`src/rtl/shift_register_fifo_mc_pkg.sv`:
```
// Shared sizing helpers and the channel-index type for the multi-channel
// shift-register FIFO.
package shift_register_fifo_mc_pkg;

  // Widest channel index the decode helpers accept.
  localparam int MAX_CHW = 16;

  typedef logic [MAX_CHW-1:0] ch_idx_t;

  // Channel-select width; a single channel still gets a 1-bit index.
  function automatic int calc_chw(input int nch);
    return (nch <= 1) ? 1 : $clog2(nch);
  endfunction

  // Occupancy counter width, able to hold the value DEPTH itself.
  function automatic int calc_cw(input int depth);
    return $clog2(depth + 1);
  endfunction

  // Out-of-range indices exist whenever NCH is not a power of two.
  function automatic logic ch_in_range(input ch_idx_t ch, input int nch);
    return int'(ch) < nch;
  endfunction

endpackage

```
`src/rtl/shift_register_channel.sv`:
```
// One shift-register FIFO channel: head is always mem[0], writes land at the
// tail slot, and a pop shifts the occupied entries down by one.
module shift_register_channel
  import shift_register_fifo_mc_pkg::*;
#(
  parameter int WIDTH     = 8,
  parameter int DEPTH     = 4,
  parameter int AF_THRESH = DEPTH - 1,
  parameter int CW        = calc_cw(DEPTH)
) (
  input  logic             clk,
  input  logic             rst,
  input  logic             do_push,
  input  logic             do_pop,
  input  logic [WIDTH-1:0] data_in,
  output logic [WIDTH-1:0] head,
  output logic [CW-1:0]    cnt,
  output logic             empty,
  output logic             full,
  output logic             almost_full
);

  logic [WIDTH-1:0] mem     [DEPTH];
  logic [WIDTH-1:0] mem_nxt [DEPTH];
  logic [CW-1:0]    cnt_nxt;
  int               wr_idx;

  // do_push/do_pop arrive already qualified, so cnt never wraps here.
  always_comb begin
    // NOTE: every combinational output gets a default first so no path
    // through the block leaves it unassigned, which would infer a latch.
    for (int i = 0; i < DEPTH; i++) begin
      mem_nxt[i] = mem[i];
    end
    // NOTE: blocking assignments here because later statements must see the
    // shifted values; registered state below uses non-blocking only.
    wr_idx = do_pop ? int'(cnt) - 1 : int'(cnt);

    if (do_pop) begin
      for (int i = 0; i < DEPTH - 1; i++) begin
        if ((i + 1) < int'(cnt)) mem_nxt[i] = mem[i + 1];
      end
    end

    if (do_push) begin
      for (int i = 0; i < DEPTH; i++) begin
        if (i == wr_idx) mem_nxt[i] = data_in;
      end
    end

    cnt_nxt = cnt + CW'(do_push) - CW'(do_pop);
  end

  always_ff @(posedge clk) begin
    if (rst) begin
      // NOTE: the storage is cleared on reset too, so that a formal run
      // starts from a fully known state and the head reads zero.
      for (int i = 0; i < DEPTH; i++) begin
        mem[i] <= '0;
      end
      cnt <= '0;
    end else begin
      mem <= mem_nxt;
      cnt <= cnt_nxt;
    end
  end

  assign head        = mem[0];
  assign empty       = (cnt == '0);
  assign full        = (cnt == CW'(DEPTH));
  assign almost_full = (cnt >= CW'(AF_THRESH));

endmodule

```
`src/rtl/shift_register_fifo_mc.sv`:
```
// NCH independent first-word-fall-through FIFOs behind one push port and one
// pop port, with sticky overflow/underflow flags for dropped requests.
module shift_register_fifo_mc
  import shift_register_fifo_mc_pkg::*;
#(
  parameter int WIDTH     = 8,
  parameter int DEPTH     = 4,
  parameter int NCH       = 2,
  parameter int AF_THRESH = DEPTH - 1,
  localparam int CHW      = calc_chw(NCH),
  localparam int CW       = calc_cw(DEPTH)
) (
  input  logic              clk,
  input  logic              rst,
  input  logic              push,
  input  logic [CHW-1:0]    push_ch,
  input  logic [WIDTH-1:0]  data_in,
  input  logic              pop,
  input  logic [CHW-1:0]    pop_ch,
  output logic [WIDTH-1:0]  data_out,
  output logic              data_out_vld,
  output logic [NCH-1:0]    empty,
  output logic [NCH-1:0]    full,
  output logic [NCH-1:0]    almost_full,
  output logic [NCH*CW-1:0] count,
  input  logic              err_clr,
  output logic              overflow,
  output logic              underflow
);

  logic [WIDTH-1:0] head [NCH];
  logic [CW-1:0]    cnt  [NCH];
  logic [NCH-1:0]   push_ok;
  logic [NCH-1:0]   pop_ok;
  logic             push_in_range;
  logic             pop_in_range;
  logic             push_err;
  logic             pop_err;

  assign push_in_range = ch_in_range(ch_idx_t'(push_ch), NCH);
  assign pop_in_range  = ch_in_range(ch_idx_t'(pop_ch), NCH);

  // A full channel still accepts a push when it is popped in the same cycle;
  // an empty channel never accepts a pop, even alongside a push (no bypass).
  always_comb begin
    pop_ok  = '0;
    push_ok = '0;
    for (int c = 0; c < NCH; c++) begin
      pop_ok[c]  = pop && pop_in_range && (pop_ch == CHW'(c)) && !empty[c];
      push_ok[c] = push && push_in_range && (push_ch == CHW'(c)) &&
                   (!full[c] || pop_ok[c]);
    end
  end

  for (genvar c = 0; c < NCH; c++) begin : g_ch
    shift_register_channel #(
      .WIDTH     (WIDTH),
      .DEPTH     (DEPTH),
      .AF_THRESH (AF_THRESH),
      .CW        (CW)
    ) u_channel (
      .clk         (clk),
      .rst         (rst),
      .do_push     (push_ok[c]),
      .do_pop      (pop_ok[c]),
      .data_in     (data_in),
      .head        (head[c]),
      .cnt         (cnt[c]),
      .empty       (empty[c]),
      .full        (full[c]),
      .almost_full (almost_full[c])
    );

    assign count[c*CW +: CW] = cnt[c];
  end

  // Output mux; an out-of-range pop_ch falls through to the zero default.
  always_comb begin
    data_out     = '0;
    data_out_vld = 1'b0;
    for (int c = 0; c < NCH; c++) begin
      if (pop_ch == CHW'(c)) begin
        data_out     = head[c];
        data_out_vld = !empty[c];
      end
    end
  end

  assign push_err = push && !(|push_ok);
  assign pop_err  = pop && !(|pop_ok);

  // A new error in the same cycle as err_clr keeps the flag set.
  always_ff @(posedge clk) begin
    if (rst) begin
      overflow  <= 1'b0;
      underflow <= 1'b0;
    end else begin
      overflow  <= push_err | (overflow & ~err_clr);
      underflow <= pop_err | (underflow & ~err_clr);
    end
  end

endmodule

```
`config.mk`:
```
export PLATFORM = sky130hd
export DESIGN_NAME = shift_register_fifo_mc
export DESIGN_NICKNAME = d
export VERILOG_FILES = /design/src/rtl/shift_register_fifo_mc_pkg.sv /design/src/rtl/shift_register_channel.sv /design/src/rtl/shift_register_fifo_mc.sv
export SDC_FILE = /design/constraint.sdc
export NUM_CORES = 1
export LEC_CHECK = 0
export CORE_MARGIN = 2
export CORE_UTILIZATION = 40
export DETAILED_ROUTE_END_ITERATION = 10
export SYNTH_ARGS = -nofsm -noshare
export SYNTH_HDL_FRONTEND = slang
export SYNTH_HIERARCHICAL = 1
export SYNTH_SLANG_ARGS = --single-unit
```
`constraint.sdc`:
```
create_clock -name clk -period 2.8 [get_ports clk]
set_clock_uncertainty 0.05 [all_clocks]
set_input_delay 0.28 -clock clk [delete_from_list [all_inputs] [get_ports clk]]
set_output_delay 0.28 -clock clk [all_outputs]
set_load 0.01 [all_outputs]
```
After elaboration in Yosys (flattened, before gate mapping)

Cells that the tools add are included.

Register bits after elaboration: 72
Latch bits: 0
Memory bits (writable): 0
Memory bits (read-only): 0
Input port bits: 15
Output and inout port bits: 23
Logic and storage cells: 89
Memories kept: 0

Add/sub/neg operators: 6
Multipliers: 0
Div/mod/pow operators: 0
Order comparisons: 8
Equality and inequality tests: 8
Shifts and indexed selects: 0
Muxes and demuxes: 22
Bitwise gates (word level): 7
Reduce and logical (&&, ||, !) cells: 26

Operator list:

| kind                                                                         | count |
|---|---|
| 3-bit by 32-bit == test with 1-bit output (first input constant)             | 4 |
| 32-bit 2-to-1 mux                                                            | 4 |
| 8-bit 2-to-1 mux                                                             | 15 |
| 2-bit by 32-bit == test with 1-bit output (first input constant)             | 2 |
| 32-bit zero test                                                             | 2 |
| 24-bit 2-to-1 mux                                                            | 2 |
| 2-bit by 3-bit less-than comparator with 1-bit output (first input constant) | 4 |
| 1-bit logical AND                                                            | 10 |
| 3-bit by 1-bit subtractor with 4-bit output (second input constant)          | 2 |
| 3-bit by 1-bit adder with 3-bit output                                       | 2 |
| 3-bit == test (second input constant)                                        | 2 |
| 3-bit by 2-bit >= comparator with 1-bit output (second input constant)       | 2 |
| 1-bit zero test                                                              | 6 |
| 3-bit zero test                                                              | 2 |
| 1-bit by 3-bit less-than comparator with 1-bit output (first input constant) | 2 |
| 3-bit by 1-bit subtractor with 3-bit output                                  | 2 |
| 2-bit AND reduction                                                          | 2 |
| 2-bit OR reduction                                                           | 2 |
| 1-bit inverter                                                               | 3 |
| 1-bit AND                                                                    | 2 |
| 1-bit logical OR                                                             | 2 |
| 1-bit OR                                                                     | 2 |
| 1-bit 2-to-1 mux                                                             | 1 |

Logic depth before layout (Yosys ltp)

Depth after elaboration: 9
Gate-level depth with buffers: 11
Gate-level depth less buffers: 10

By module

Netlist, hierarchy kept.

Modules (own cells, without submodules):

| module                 | times used | cells an instance | area an instance (um^2) | sequential area each (um^2) |
|---|---|---|---|---|
| shift_register_channel | 2          | 195               | 1,999.4                 | 700.7 |
| shift_register_fifo_mc | 1          | 28                | 255.2                   | 40.0 |

Least setup slack after synthesis

OpenSTA, ideal clock, no wires.

Path type: reg-to-reg
From: register g_ch[0].u_channel.cnt[0]
To: register g_ch[0].u_channel/mem[16] (netlist name)
Library setup time: 0.081 ns
Arrival time: 3.031 ns
Required time: 2.669 ns
Path slack: -0.362 ns
Cell stages (with the launch flop): 12
Path buffers: 1
Clock period less this slack: 3.162 ns
Cells stage by stage: dfxtp_1 > inv_1 > ha_1 > ha_1 > nor3b_2 > nor2_1 > nor3b_1 > nor2b_1 > nand3_4 > nand2b_1 > buf_2 > a211oi_2

Elaborated cells on any way between the ends: 15
Those cells by class: 1 x add/sub; 1 x order compare; 2 x eq/ne; 5 x mux; 6 x reduce/logical

RTL lines:

| what                   | line                         | text |
|---|---|---|
| from (decl)            | shift_register_channel.sv:17 | `output logic [CW-1:0] cnt,` |
| from (signal assigned) | shift_register_channel.sv:64 | `cnt <= cnt_nxt;` |
| 3-bit zero test        | shift_register_channel.sv:69 | `assign empty = (cnt == '0);` |
| named net empty[0]     | shift_register_fifo_mc.sv:22 | `output logic [NCH-1:0] empty,` |
| 1-bit zero test        | shift_register_fifo_mc.sv:49 | `pop_ok[c] = pop && pop_in_range && (pop_ch == CHW'(c)) && !empty[c];` |
| 1-bit logical AND      | shift_register_fifo_mc.sv:49 |  |
| named net pop_ok[0]    | shift_register_fifo_mc.sv:34 | `logic [NCH-1:0] pop_ok;` |
| 1-bit logical OR       | shift_register_fifo_mc.sv:51 | `(!full[c] \|\| pop_ok[c]);` |
| 1-bit logical AND      | shift_register_fifo_mc.sv:50 | `push_ok[c] = push && push_in_range && (push_ch == CHW'(c)) &&` |
| named net push_ok[0]   | shift_register_fifo_mc.sv:33 | `logic [NCH-1:0] push_ok;` |
| 32-bit 2-to-1 mux      | shift_register_channel.sv:45 | `if (do_push) begin` |
| to (signal assigned)   | shift_register_channel.sv:63 | `mem <= mem_nxt;` |
| to (decl)              | shift_register_channel.sv:23 | `logic [WIDTH-1:0] mem [DEPTH];` |

The timed path passes the listed nets, and every way through them passes these cells.
A chain may end at the register's enable or synchronous reset.

Final worst setup path

From: register g_ch[0].u_channel.cnt[1]
To: register g_ch[0].u_channel.cnt[2]

Cells in the longest elaborated chain, start to end: 7
Elaborated cells on any way between the ends: 9
Those cells by class: 2 x add/sub; 1 x eq/ne; 6 x reduce/logical

RTL lines:

| what                                          | line                         | text |
|---|---|---|
| 3-bit zero test *                             | shift_register_channel.sv:69 |  |
| 1-bit zero test *                             | shift_register_fifo_mc.sv:49 |  |
| 1-bit logical AND *                           | shift_register_fifo_mc.sv:49 |  |
| named net pop_ok[0]                           | shift_register_fifo_mc.sv:34 |  |
| 1-bit logical OR                              | shift_register_fifo_mc.sv:51 |  |
| 1-bit logical AND                             | shift_register_fifo_mc.sv:50 |  |
| 3-bit by 1-bit adder with 3-bit output        | shift_register_channel.sv:51 | `cnt_nxt = cnt + CW'(do_push) - CW'(do_pop);` |
| 3-bit by 1-bit subtractor with 3-bit output * | shift_register_channel.sv:51 |  |

Mark *: on every way through the listed nets, which the timed path passes. The rest lies on a longest branch.

==> metrics.yaml <==
status: "finished, final reports clean"
finalSetupTns_ns: 0
syn_area_um2: 4254
avgSynthCellArea_um2: 10.18
row_count: 37
worstHoldPathCells: 2
cts-root-buf: "clkbuf_8"
cts_resized: 0
drc: 0
ys_top_cells_by_count: "dfxtp_1 (72), mux2i_1 (49), a211oi_2 (48), nor3_1 (48), ha_1 (20)"
die_x_um: 107.1
worst-setup-path-type: "register to register"
synth_ff_type: "dfxtp_1"
irDropWorstVdd_mv: 0.4656
crit_top_cell: "ha_1"
dieArea_um2: 11480
vias: 3161
die_h_um: 107.1
slew_headroom_pct: 56.62
cts.htree.levels: 3
yosysSeqAreaShare_pct: 33.88
synth_top_area_share_pct: 33.88
diodes: 0
hpwl_mm: 7.151
ys_top_cells_by_area: "dfxtp_1 (34%), a211oi_2 (14%), mux2i_1 (12%)"
r2r-start: "g_ch[0].u_channel/cnt[1]"
first_pass_iters: 4
grt_max_degree: 33
pre_cts_slack_ns: 0.08943
numCtsBuffers: 9
tritoncts: "done"
hold_path.class: "input pin to register"
drive_gt1_share_pct: 26.29
clk_latency_ns: 0.35
syn_inst: 418
setup_ws_ns: 0.2119
initial_core_util_pct: 41.21
synthArstFlopShare_pct: 0
crit_fanout: 6
finalCritPeriodShare_pct: 92.43
r2r_cells: 10
rsz0062_at_grt: "false"
clock.fmax_mhz: 386.4
ant_nets: 0
syn_nets: 455
startpoint_type: "register"
finalSetupViolCount: 0
synth_seq_cells: 72
min_to: "g_ch[0].u_channel/cnt[2]"
io-pin-count: 38
fill_cells: 932
grt_antenna_before_repair: 0
cellLeakagePower_uw: 0.002040
cts_hold_buf: 0
wl_per_cell_um: 17.46
viasPerCell: 5.441
synth_top_cell_by_area: "dfxtp_1"
yosys_warnings: 6
rr_endpoint: "g_ch[0].u_channel/cnt[2]"
worstPathRequired_ns: 2.98
first_global_vias: 3136
power_density_nw_per_um2: 831.8
cap_violations: 0
nets: 477
grt_overflow: 0
rrSetupSlack_ns: 0.21
clk_pin_slew_worst_paths_ns: 0.08
critPathArrivalTime_ns: 2.77
path_cells: "inv_1 -> ha_1 -> ha_1 -> nor3b_4 -> ha_1 -> inv_1 -> ha_1 -> fa_1 -> xor2_1 -> nor2_1"
yosysUniqueCellTypes: 41
gr-usage-all-layers_pct: 18.82
cts_sinks: 72
drv_slew: 0
hold_viol: 0
drtIter0Drc: 133
area_growth_pct: 16.44
seqCellArea_um2: 1444
synth_edf_count: 0
critPathCaptureType: "register"
grt_pass1_wl_mm: 16.90
clockBufferDepth: 2
worst_path_largest_cell_delay_ns: 0.39
numPortBuffers: 37
post_cts_buffers: 0
gp_congestion: 0.8250
hp-start: "rst"
crit_path_top_delay_cell: "fa_1"
worst_slew_pin_slew_ns: 0.6507
yosysMostFrequentCell: "dfxtp_1"
multi_input_area_um2: 2526
routed_wl_mm: 10.15
core_um2: 10320
fin_crit_ns: 2.588
[cell families (layout without fill, tap and decap cells)]
| kind of cell | count (synthesis) | in the layout | share of synthesized area, % |
|---|---|---|---|
| buf+inv | 60 | 87 | 7.824 |
| flops | 72 | 72 | 33.88 |
| fa+ha+maj | 22 | 22 | 6.824 |
| simple gates | 103 | 103 | 14.71 |
| compound gates | 102 | 102 | 22.71 |
| mux | 57 | 57 | 13.65 |
| xor+xnor | 2 | 2 | 0.4118 |
[power breakdown]
part	internal (uW)	leakage, uW	switching, uW
clock network	639	0.000126	412
logic	813	0.00133	959
registers	1190	0.000585	109
total	2640	0.00204	1480
[layout by cell type (no fill, tap or decap), drive strengths merged]
| cell | n |
|---|---|
| a21oi | 16 |
| buf | 18 |
| nor3 | 48 |
| and2b | 2 |
| nor3b | 2 |
| a32o | 1 |
| nand4 | 2 |
| clkinvlp | 1 |
| bufinv | 3 |
| clkbuf | 11 |
| nor2b | 10 |
| o211a | 1 |
| a2bb2oi | 2 |
| clkinv | 1 |
| o211ai | 2 |
| and2 | 1 |
| xor2 | 2 |
| ha | 20 |
| o32ai | 1 |
| a211oi | 48 |
| inv | 17 |
| nand3 | 18 |
| a21boi | 2 |
| or2b | 2 |
| dfxtp | 72 |
| a211o | 6 |
| clkdlybuf4s50 | 36 |
| and3b | 3 |
| nand2 | 3 |
| o22ai | 3 |
| nor2 | 4 |
| mux2 | 8 |
| o21ai | 20 |
| nand2b | 8 |
| fa | 2 |
| mux2i | 49 |
[worst max-delay path, delay by kind of cell, from the launching register on]
family | cells | cell delay [ns]
fa+ha+maj | 5 | 1.40
flops | 1 | 0.38
simple gates | 2 | 0.29
buf+inv | 2 | 0.19
xor+xnor | 1 | 0.16
[through the flow]
stage / hold WS, ns / util [%] / total power, uW / instance area, um^2 / std cells
floorplan: 0.3777 / - / 2555 / 4275 / 418
global placement: 0.4095 / 45.26 / 3038 / 4672 / 565
detailed placement: 0.4149 / 45.26 / 3065 / 4672 / 565
CTS: 0.2560 / 47.72 / 4134 / 4926 / 581
global route: 0.2688 / 47.98 / 4371 / 4954 / 581
finish: 0.2675 / 47.98 / 4120 / 4954 / 581
[state kept, by name, indices dropped and copies added (netlist names)]
register	cells
overflow	1
g_ch.u_channel/cnt	6
g_ch.u_channel/head	16
g_ch.u_channel/mem	48
underflow	1
[worst max-delay path by stage]
| stage | slack [ns] | cells past startpoint | start | end |
|---|---|---|---|---|
| final | 0.21 | 10 | g_ch[0].u_channel/cnt[1] | g_ch[0].u_channel/cnt[2] |
| after global routing | 0.03 | 9 | g_ch[1].u_channel/cnt[0] | g_ch[1].u_channel/mem[19] |
| after CTS | 0.03 | 9 | g_ch[1].u_channel/cnt[0] | g_ch[1].u_channel/mem[19] |
| after detailed placement | 0.09 | 9 | g_ch[1].u_channel/cnt[0] | g_ch[1].u_channel/mem[19] |
| after global placement | 0.14 | 9 | g_ch[0].u_channel/cnt[1] | g_ch[0].u_channel/mem[20] |
| after floorplan | 0.03 | 11 | g_ch[0].u_channel/cnt[1] | g_ch[0].u_channel/mem[16] |
[metal layers]
metal	part of all wire [%]	vias up	GRT usage (%)	routed length, um
li1	-	1577	-	-
met1	50	1495	27.13	5072
met2	44	78	28.44	4466
met3	4.3	11	3.465	440
met4	1.6	0	5.659	165
met5	0	-	0	0
[final cells by class]
| class | instances | share of cell area, % |
|---|---|---|
| clock inverter | 5 | 2.071 |
| timing repair buffer | 54 | 10.00 |
| tap | 136 | 3.435 |
| inverter | 17 | 1.288 |
| multi-input combinational | 286 | 51.00 |
| clock buffer | 11 | 3.056 |
| sequential | 72 | 29.15 |
(Power assumes the default switching activity.)
